===== config.mk =====
export PLATFORM = sky130hd
export DESIGN_NAME = apa102_frame_tx_flat
export DESIGN_NICKNAME = d
export VERILOG_FILES = /design/src/rtl/apa102_frame_tx_if.sv /design/src/rtl/apa102_frame_tx.sv /design/src/flat_wrapper.sv
export SDC_FILE = /design/constraint.sdc
export NUM_CORES = 1
export LEC_CHECK = 0
export ABC_AREA = 1
export BUFFER_PORTS_ARGS = -buffer_cell sky130_fd_sc_hd__buf_2
export CAP_MARGIN = 20
export CORE_MARGIN = 8
export CORE_UTILIZATION = 60
export DETAILED_ROUTE_END_ITERATION = 6
export GPL_TIMING_DRIVEN = 1
export PLACE_DENSITY = 0.84
export SYNTH_ARGS = -nofsm -noshare
export SYNTH_HDL_FRONTEND = slang
export SYNTH_SLANG_ARGS = --single-unit

===== constraint.sdc =====
create_clock -name module_clk -period 4 [get_ports module_clk]
set_clock_uncertainty 0.15 [all_clocks]
set_input_delay 1 -clock module_clk [delete_from_list [all_inputs] [get_ports module_clk]]
set_output_delay 1 -clock module_clk [all_outputs]
set_load 0.02 [all_outputs]

===== src/rtl/apa102_frame_tx_if.sv =====
// -----------------------------------------------------------------------------
// apa102_frame_tx_if
// Byte handshake between the APA102 frame sequencer and the byte-wide SPI
// master.
//   spi_start : one-cycle request to send spi_data
//   spi_data  : byte to send, held until spi_done
//   spi_size  : transfer width in bits (always 8)
//   spi_done  : one-cycle completion pulse from the SPI master
// modport master : the sequencer side (drives start/data/size)
// modport slave  : the SPI master side (drives done)
// -----------------------------------------------------------------------------
interface apa102_frame_tx_if;
    logic       spi_start;
    logic [7:0] spi_data;
    logic [3:0] spi_size;
    logic       spi_done;

    modport master (output spi_start, output spi_data, output spi_size, input spi_done);
    modport slave  (input spi_start, input spi_data, input spi_size, output spi_done);
endinterface


===== src/rtl/apa102_frame_tx.sv =====
// -----------------------------------------------------------------------------
// apa102_frame_tx
// On each accepted frame request, streams one full APA102 frame to the SPI
// master: 4 x 0x00 start bytes, {111,brightness},B,G,R per LED read from the
// pixel RAM, then END_BYTES x 0xFF.
// Ports:
//   module_clk, rst : clock, asynchronous active-high reset
//   frame_start     : frame request, only looked at while idle
//   brightness      : 5-bit global brightness, latched at frame acceptance
//   pix_addr        : pixel RAM read address (held between fetches)
//   pix_data        : pixel RAM read data {R,G,B}, one cycle after pix_addr
//   spi             : byte handshake to the SPI master (master modport)
//   busy            : frame in progress
//   frame_done      : one-cycle pulse on frame completion
//   timeout_err     : sticky abort flag, cleared by the next accepted frame
// -----------------------------------------------------------------------------
module apa102_frame_tx #(
    parameter  int NUM_LEDS = 16,
    parameter  int TIMEOUT  = 4096,
    localparam int ADDR_W   = (NUM_LEDS > 1) ? $clog2(NUM_LEDS) : 1
) (
    input  logic                  module_clk,
    input  logic                  rst,
    input  logic                  frame_start,
    input  logic [4:0]            brightness,
    output logic [ADDR_W-1:0]     pix_addr,
    input  logic [23:0]           pix_data,
    apa102_frame_tx_if.master     spi,
    output logic                  busy,
    output logic                  frame_done,
    output logic                  timeout_err
);
    localparam int EB_RAW    = (NUM_LEDS + 15) / 16;
    localparam int END_BYTES = (EB_RAW > 4) ? EB_RAW : 4;
    localparam int CNT_W     = $clog2(END_BYTES);   // END_BYTES >= 4, so >= 2 bits
    localparam int TO_W      = $clog2(TIMEOUT + 1);

    typedef enum logic [1:0] {S_IDLE, S_SEND, S_WAIT} state_t;
    typedef enum logic [1:0] {P_START, P_LED, P_END} phase_t;

    state_t            state, state_n;
    phase_t            phase, phase_n;
    logic [CNT_W-1:0]  cnt, cnt_n;
    logic [ADDR_W-1:0] idx, idx_n;
    logic [TO_W-1:0]   wait_cnt;
    logic [4:0]        bri_q;
    logic [23:0]       pix_q;
    logic              fetch_q;
    logic              fin, abort, accept;

    assign accept = (state == S_IDLE) && frame_start;

    always_comb begin
        state_n = state;
        phase_n = phase;
        cnt_n   = cnt;
        idx_n   = idx;
        fin     = 1'b0;
        abort   = 1'b0;
        case (state)
            S_IDLE: if (frame_start) begin
                state_n = S_SEND;
                phase_n = P_START;
                cnt_n   = '0;
                idx_n   = '0;
            end
            S_SEND: state_n = S_WAIT;
            S_WAIT: begin
                if (spi.spi_done) begin
                    state_n = S_SEND;
                    case (phase)
                        P_START: begin
                            if (cnt == CNT_W'(3)) begin
                                phase_n = P_LED;
                                cnt_n   = '0;
                            end else begin
                                cnt_n = cnt + 1'b1;
                            end
                        end
                        P_LED: begin
                            if (cnt == CNT_W'(3)) begin
                                cnt_n = '0;
                                if (idx == ADDR_W'(NUM_LEDS - 1)) phase_n = P_END;
                                else                              idx_n   = idx + 1'b1;
                            end else begin
                                cnt_n = cnt + 1'b1;
                            end
                        end
                        default: begin
                            if (cnt == CNT_W'(END_BYTES - 1)) begin
                                state_n = S_IDLE;
                                phase_n = P_START;
                                cnt_n   = '0;
                                fin     = 1'b1;
                            end else begin
                                cnt_n = cnt + 1'b1;
                            end
                        end
                    endcase
                end else if (wait_cnt == TO_W'(TIMEOUT - 1)) begin
                    state_n = S_IDLE;
                    phase_n = P_START;
                    cnt_n   = '0;
                    abort   = 1'b1;
                end
            end
            default: state_n = S_IDLE;
        endcase
    end

    always_ff @(posedge module_clk or posedge rst) begin
        if (rst) begin
            state       <= S_IDLE;
            phase       <= P_START;
            cnt         <= '0;
            idx         <= '0;
            wait_cnt    <= '0;
            bri_q       <= '0;
            pix_q       <= '0;
            fetch_q     <= 1'b0;
            pix_addr    <= '0;
            frame_done  <= 1'b0;
            timeout_err <= 1'b0;
        end else begin
            state      <= state_n;
            phase      <= phase_n;
            cnt        <= cnt_n;
            idx        <= idx_n;
            frame_done <= fin;
            // Counts WAIT cycles; SEND (and IDLE) hold it at zero.
            wait_cnt   <= (state == S_WAIT) ? wait_cnt + 1'b1 : '0;
            if (accept) bri_q <= brightness;
            if (abort)       timeout_err <= 1'b1;
            else if (accept) timeout_err <= 1'b0;
            // Address goes out alongside the header SEND; the RAM answers in
            // the following WAIT cycle, captured one edge later, well before
            // the B byte can be driven.
            if (state_n == S_SEND && phase_n == P_LED && cnt_n == '0) pix_addr <= idx_n;
            fetch_q <= (state == S_SEND) && (phase == P_LED) && (cnt == '0);
            if (fetch_q) pix_q <= pix_data;
        end
    end

    always_comb begin
        spi.spi_data = 8'h00;
        case (phase)
            P_LED: begin
                case (cnt[1:0])
                    2'd0:    spi.spi_data = {3'b111, bri_q};
                    2'd1:    spi.spi_data = pix_q[7:0];
                    2'd2:    spi.spi_data = pix_q[15:8];
                    default: spi.spi_data = pix_q[23:16];
                endcase
            end
            P_END:   spi.spi_data = 8'hFF;
            default: spi.spi_data = 8'h00;
        endcase
    end

    assign spi.spi_start = (state == S_SEND);
    assign spi.spi_size  = 4'd8;
    assign busy          = (state != S_IDLE);
endmodule

===== src/flat_wrapper.sv =====
// flat-port wrapper written by rule: the top's interface ports become plain ports
module apa102_frame_tx_flat 
#(
    parameter  int NUM_LEDS = 16,
    parameter  int TIMEOUT  = 4096,
    localparam int ADDR_W   = (NUM_LEDS > 1) ? $clog2(NUM_LEDS) : 1
)
  (module_clk, rst, frame_start, brightness, pix_addr, pix_data, busy, frame_done, timeout_err, spi_spi_start, spi_spi_data, spi_spi_size, spi_spi_done);
  apa102_frame_tx_if spi_i ();
  input  logic module_clk;
  input  logic rst;
  input  logic frame_start;
  input  logic [4:0] brightness;
  output logic [ADDR_W-1:0] pix_addr;
  input  logic [23:0] pix_data;
  output logic busy;
  output logic frame_done;
  output logic timeout_err;
  output wire logic [$bits(spi_i.spi_start)-1:0] spi_spi_start;
  output wire logic [$bits(spi_i.spi_data)-1:0] spi_spi_data;
  output wire logic [$bits(spi_i.spi_size)-1:0] spi_spi_size;
  input wire logic [$bits(spi_i.spi_done)-1:0] spi_spi_done;
  assign spi_spi_start = spi_i.spi_start;
  assign spi_spi_data = spi_i.spi_data;
  assign spi_spi_size = spi_i.spi_size;
  assign spi_i.spi_done = spi_spi_done;
  apa102_frame_tx #(.NUM_LEDS(NUM_LEDS), .TIMEOUT(TIMEOUT)) u_core (.module_clk(module_clk), .rst(rst), .frame_start(frame_start), .brightness(brightness), .pix_addr(pix_addr), .pix_data(pix_data), .spi(spi_i), .busy(busy), .frame_done(frame_done), .timeout_err(timeout_err));
endmodule

**Word level (Yosys, flattened, before mapping)**

Cells that the tools add are included.

- $add $sub $neg: 3
- $mul: 0
- Divide/modulo/power cells: 0
- Order comparisons: 0
- Equal/unequal tests: 11
- Shifts and indexed selects: 0
- Mux-type cells: 38
- Bitwise operators: 0
- Reductions and logical operators: 12

Operators by type and width:

| kind | count |
|---|---|
| $mux W2 | 15 |
| $pmux W8 S3 | 1 |
| $mux W4 | 5 |
| $pmux W8 S2 | 1 |
| $add A13 B1 Y13 const B | 1 |
| $eq A13 B12 Y1 const B | 1 |
| $mux W13 | 1 |
| $pmux W2 S2 | 3 |
| $eq A2 B1 Y1 const B | 5 |
| $mux W1 | 10 |
| $eq A2 B2 Y1 const B | 4 |
| $logic_not A2 Y1 | 4 |
| $pmux W4 S2 | 1 |
| $pmux W2 S3 | 1 |
| $logic_and A1 B1 Y1 | 5 |
| $add A4 B1 Y4 const B | 1 |
| $eq A4 B4 Y1 const B | 1 |
| $reduce_bool A2 Y1 | 2 |
| $add A2 B1 Y2 const B | 1 |
| $reduce_or A2 Y1 | 1 |

- Register bits after elaboration: 59
- Bits in latches: 0
- RAM bits: 0
- Memory bits (read-only): 0
- Bits of input ports: 33
- Output and inout bits: 20
- Word-level logic and storage cells: 75
- Memories: 0

**Depth between registers and ports, before layout**

- Depth after elaboration: 9
- Depth in mapped cells: 15
- Depth with buffers taken out: 14

**Least setup slack after synthesis**

No wires, ideal clock.

- Path kind: register to output
- Start point: register u_core.cnt[0]
- End point: output spi_spi_data[0]
- Data arrival time: 1,487 ps
- Data required time: 2,850 ps
- Slack: 1,363 ps
- Stages on the path, launching flop included: 8
- Buffers on the path: 1
- Path through: dfrtp_1 > inv_1 > ha_1 > clkbuf_1 > a21oi_1 > a31oi_1 > o21ai_0 > a21oi_1

- Word-level cells in the longest chain between the ends: 3

Ends and longest elaborated chain:

| element | line | source |
|---|---|---|
| from (decl) | apa102_frame_tx.sv:43 | `logic [CNT_W-1:0] cnt, cnt_n;` |
| from (signal assigned) | apa102_frame_tx.sv:127 | `cnt <= cnt_n;` |
| $eq A2 B2 Y1, or another cell as far along | apa102_frame_tx.sv:148 | `case (cnt[1:0])` |
| $pmux W8 S3 (*) | apa102_frame_tx.sv:148 |  |
| $pmux W8 S2 (*) | apa102_frame_tx.sv:146 | `case (phase)` |
| to (decl) | flat_wrapper.sv:20 | `output wire logic [$bits(spi_i.spi_data)-1:0] spi_spi_data;` |

Mark *: on every way between the ends. The rest lies on a longest branch, timed or not.

**Worst setup path after layout**

- Start point: register u_core.phase[1]
- End point: output spi_spi_data[0]

- Word-level cells in the longest chain between the ends: 2

Ends and longest elaborated chain:

| element | line | source |
|---|---|---|
| from (decl) | apa102_frame_tx.sv:42 | `phase_t phase, phase_n;` |
| from (signal assigned) | apa102_frame_tx.sv:126 | `phase <= phase_n;` |
| $eq A2 B2 Y1 or $eq A2 B1 Y1 (tied branches) | apa102_frame_tx.sv:146 |  |
| $pmux W8 S2 (*) | apa102_frame_tx.sv:146 |  |

Marked as above.

==> flow_summary.yaml <==
synth:
  synth_async_sr_flop_share: 1.00
  synth_enable_flop_cells: 0
  yosys_warnings: 0
  mappedNetlistArea_sq_mm: 0.00314
  yosysSeqAreaShare: 0.470
  yosys_register_bits: 59
  postSynthAreaPerCell_sq_um: 9.15
  synth.area.top_cells: "dfrtp_1 (47%), mux2_2 (8.6%), nand2_1 (8.4%), a21oi_1 (4.0%), ha_1 (3.6%)"
  synthCells: 343
  yosys.area.top_type_share: 0.470
  synth.lib_cells_used.distinct: 36
  synthFlopType: "dfrtp_1"
  cell_taking_the_most_area_after_synthesis: "dfrtp_1"
drt:
  drc_errors: 0
  avgViaCountPerCell: 5.26
  detail_route.iter0.violations: 221
  detailroute.via_count: 2458
  avgRoutedWirePerCell_um: 14.7
  routed_wirelength_mm: 6.87
  drt-pass1-iter-count: 4
  drt.antenna.violating_nets: 0
floorplanning:
  area_of_the_core_region_sq_mm: 0.00507
  initial_core_util: 0.619
  fp.dieH_um: 88.3
  io_pins: 53
  die-area_sq_mm: 0.00780
  die_outline_width_um: 88.3
  num_rows: 26
setup_path:
  critical_path_peak_fanout: 7
  critical_path.slowest_cell: "dfrtp_1"
  worst-setup-path-type: "reg -> out"
  critPathMaxStageDelay_ns: 0.43
  critical_path_required_ns: 2.85
  setup_slack_of_the_most_critical_reg_to_reg_path_ns: 1.91
  path_delay_family: "compound AO/OA/AOI/OAI gates"
  cp_data_arrival_time_ns: 2.03
  critical_path.endpoint_type: "output pin"
  cp-start-kind: "flip-flop"
  path_buf_inv: 3
  timing.critical_path.cells: "inv_1 -> ha_1 -> inv_2 -> a31oi_1 -> o21ai_0 -> a21oi_1 -> buf_2"
finish:
  area_growth_pct: 14.4
  layout.cells.most_common: "nand2_1"
  most-common-layout-cells: "nand2_1 (70), dfrtp_1 (59), buf_2 (48)"
  final-instance-count-excl-fill: 467
  layout.cell_area.non_filler_sq_mm: 0.00359
  num-nets-final: 434
  drive_gt1_frac: 0.330
  num-fill-cells: 405
  antenna-diode-count: 0
timing:
  setup_repair_after_global_routing_missed_its_margin: "false"
  tightestPinTransition_ns: 0.941
  slew_viol_final: 0
  setup-violations-final: 0
  fin_setup_tns_ns: 0
  final.min_clock_period_ns: 3.18
  achievable_frequency_mhz: 315
  max_slew_margin: 0.373
  final_min_period_over_clock_period: 0.795
  final_hold_viol_count: 0
place:
  placedCellCount: 451
  detailedPlacementHpwl_mm: 5.12
  detailed_place.area_sq_mm: 0.00340
  routabilityCongestion: 0.839
  io_buffers: 48
global_route:
  grt_util_all_layers: 0.196
  antenna_found_initial: 0
  grt_start_max_net_pins: 34
  first_global_vias: 2530
  overflow: 0
  wire_length_of_the_first_global_routing_pass_mm: 11.7
power_and_ir_drop:
  power.total_mw: 2.13
  pwr_density_cell_mw_per_mm2: 593
  vdd.ir_drop.worst_v: 0.000399
  leakagePower_nw: 1.73
clock_network:
  ctsRootBufferMaster: "clkbuf_8"
  cts_setup_buffers: 0
  tritoncts: "yes"
  clock_path_buffers: 2
  insertion_delay_ns: 0.33
  number_of_buffers_inserted_by_hold_repair_at_cts: 0
  post_cts.resized_instances: 0
  clk_pin_slew_ns: 0.07
  clock_tree.htree_level_count: 3
  clock_sink_count: 59
  num_cts_buffers: 9
worst_hold_path:
  hold_path.class: "reg -> reg"
outcome:
  run_status: "complete, no violations"
run:
  cap_violations: 0
layout make-up:
type,count,area [sq um],area share
well taps,70,87.6,0.0244
multi-input cells,233,1430,0.399
repair buffers,49,248,0.0690
clock buffers,11,141,0.0394
inverters,40,153,0.0425
flip-flops and latches,59,1480,0.411
clock inverters,5,52.6,0.0146
sequential cells by signal (all words and copies together) (netlist names):
signal and flops:
u_core.phase 2, u_core.cnt 2, u_core.bri_q 5, u_core.pix_addr 4, u_core.idx 4, u_core.pix_q 24
u_core.wait_cnt 13, u_core.timeout_err 1, u_core.state 2, u_core.fetch_q 1, u_core.frame_done 1
report_power, final:
| part | switching, mW | internal, mW |
|---|---|---|
| Sequential | 0.122 | 0.768 |
| Combinational | 0.443 | 0.273 |
| Clock | 0.224 | 0.301 |
kinds of logic after synthesis:
group | count (synthesis) | synth area share
buffers and inverters | 53 | 0.0753
DFF | 59 | 0.470
muxes | 24 | 0.0861
other | 2 | 0.00239
and+or+nand+nor | 135 | 0.221
adders and majority gates | 9 | 0.0359
xor gates and xnor gates | 1 | 0.00279
AOI/OAI and AO/OA | 60 | 0.106
Yosys cell counts (2+ instances only):
master and number:
nand4_1 2, nand3_1 10, buf_2 4, dfrtp_1 59
a21oi_1 25, nand2_1 70, o211ai_1 3, nor2_1 15
a31oi_1 5, inv_2 8, nor3_1 4, clkbuf_1 3
o21ai_1 3, nor2_2 5, ha_1 9, nand3_2 3
nand2_2 12, buf_6 2, inv_1 30, mux2_2 24
nor3b_1 2, o31ai_1 2, conb_1 2, buf_4 4
o21ai_0 20, nor2_4 7
worst register-to-register path, delay by kind of cell (launching register included):
kind	cells	cell delay, ns
flip-flops	1	0.42
adder cells (fa/ha/maj)	1	0.31
AO/OA/AOI/OAI	1	0.12
buffers and inverters	3	0.21
AND/OR/NAND/NOR	9	0.77
path summary, 6_finish.rpt:
check	from	endpoint	cells after the start
max in group asynchronous	rst	u_core.pix_q[10]$_DFFE_PP0P_	3
max reg2reg	u_core.phase[1]$_DFF_PP0_	u_core.pix_addr[2]$_DFFE_PP0P_	14
min in group asynchronous	rst	u_core.pix_q[5]$_DFFE_PP0P_	2
min reg2reg	u_core.wait_cnt[0]$_DFF_PP0_	u_core.wait_cnt[0]$_DFF_PP0_	1
max	u_core.phase[1]$_DFF_PP0_	spi_spi_data[0]	7
min	u_core.wait_cnt[0]$_DFF_PP0_	u_core.wait_cnt[0]$_DFF_PP0_	1
per-stage QoR:
step           setup slack [ns]  utilization  hold slack (ns)
2_1_floorplan              1.36            -            0.283
3_3_place_gp               1.28        0.670            0.295
3_5_place_dp               1.25        0.670            0.303
4_1_cts                   0.862        0.708            0.311
5_1_grt                   0.683        0.708            0.338
6_report                  0.821        0.708            0.308
metal layers:
layer | GRT usage | wire length (um) | vias up
met3 | 0.0771 | 550 | 10
met2 | 0.304 | 3290 | 82
met4 | 0.0676 | 109 | 0
met5 | 0 | 0 | -
li1 | - | - | 1209
met1 | 0.242 | 2920 | 1157
Note: power is estimated with default switching activity, not from simulation.
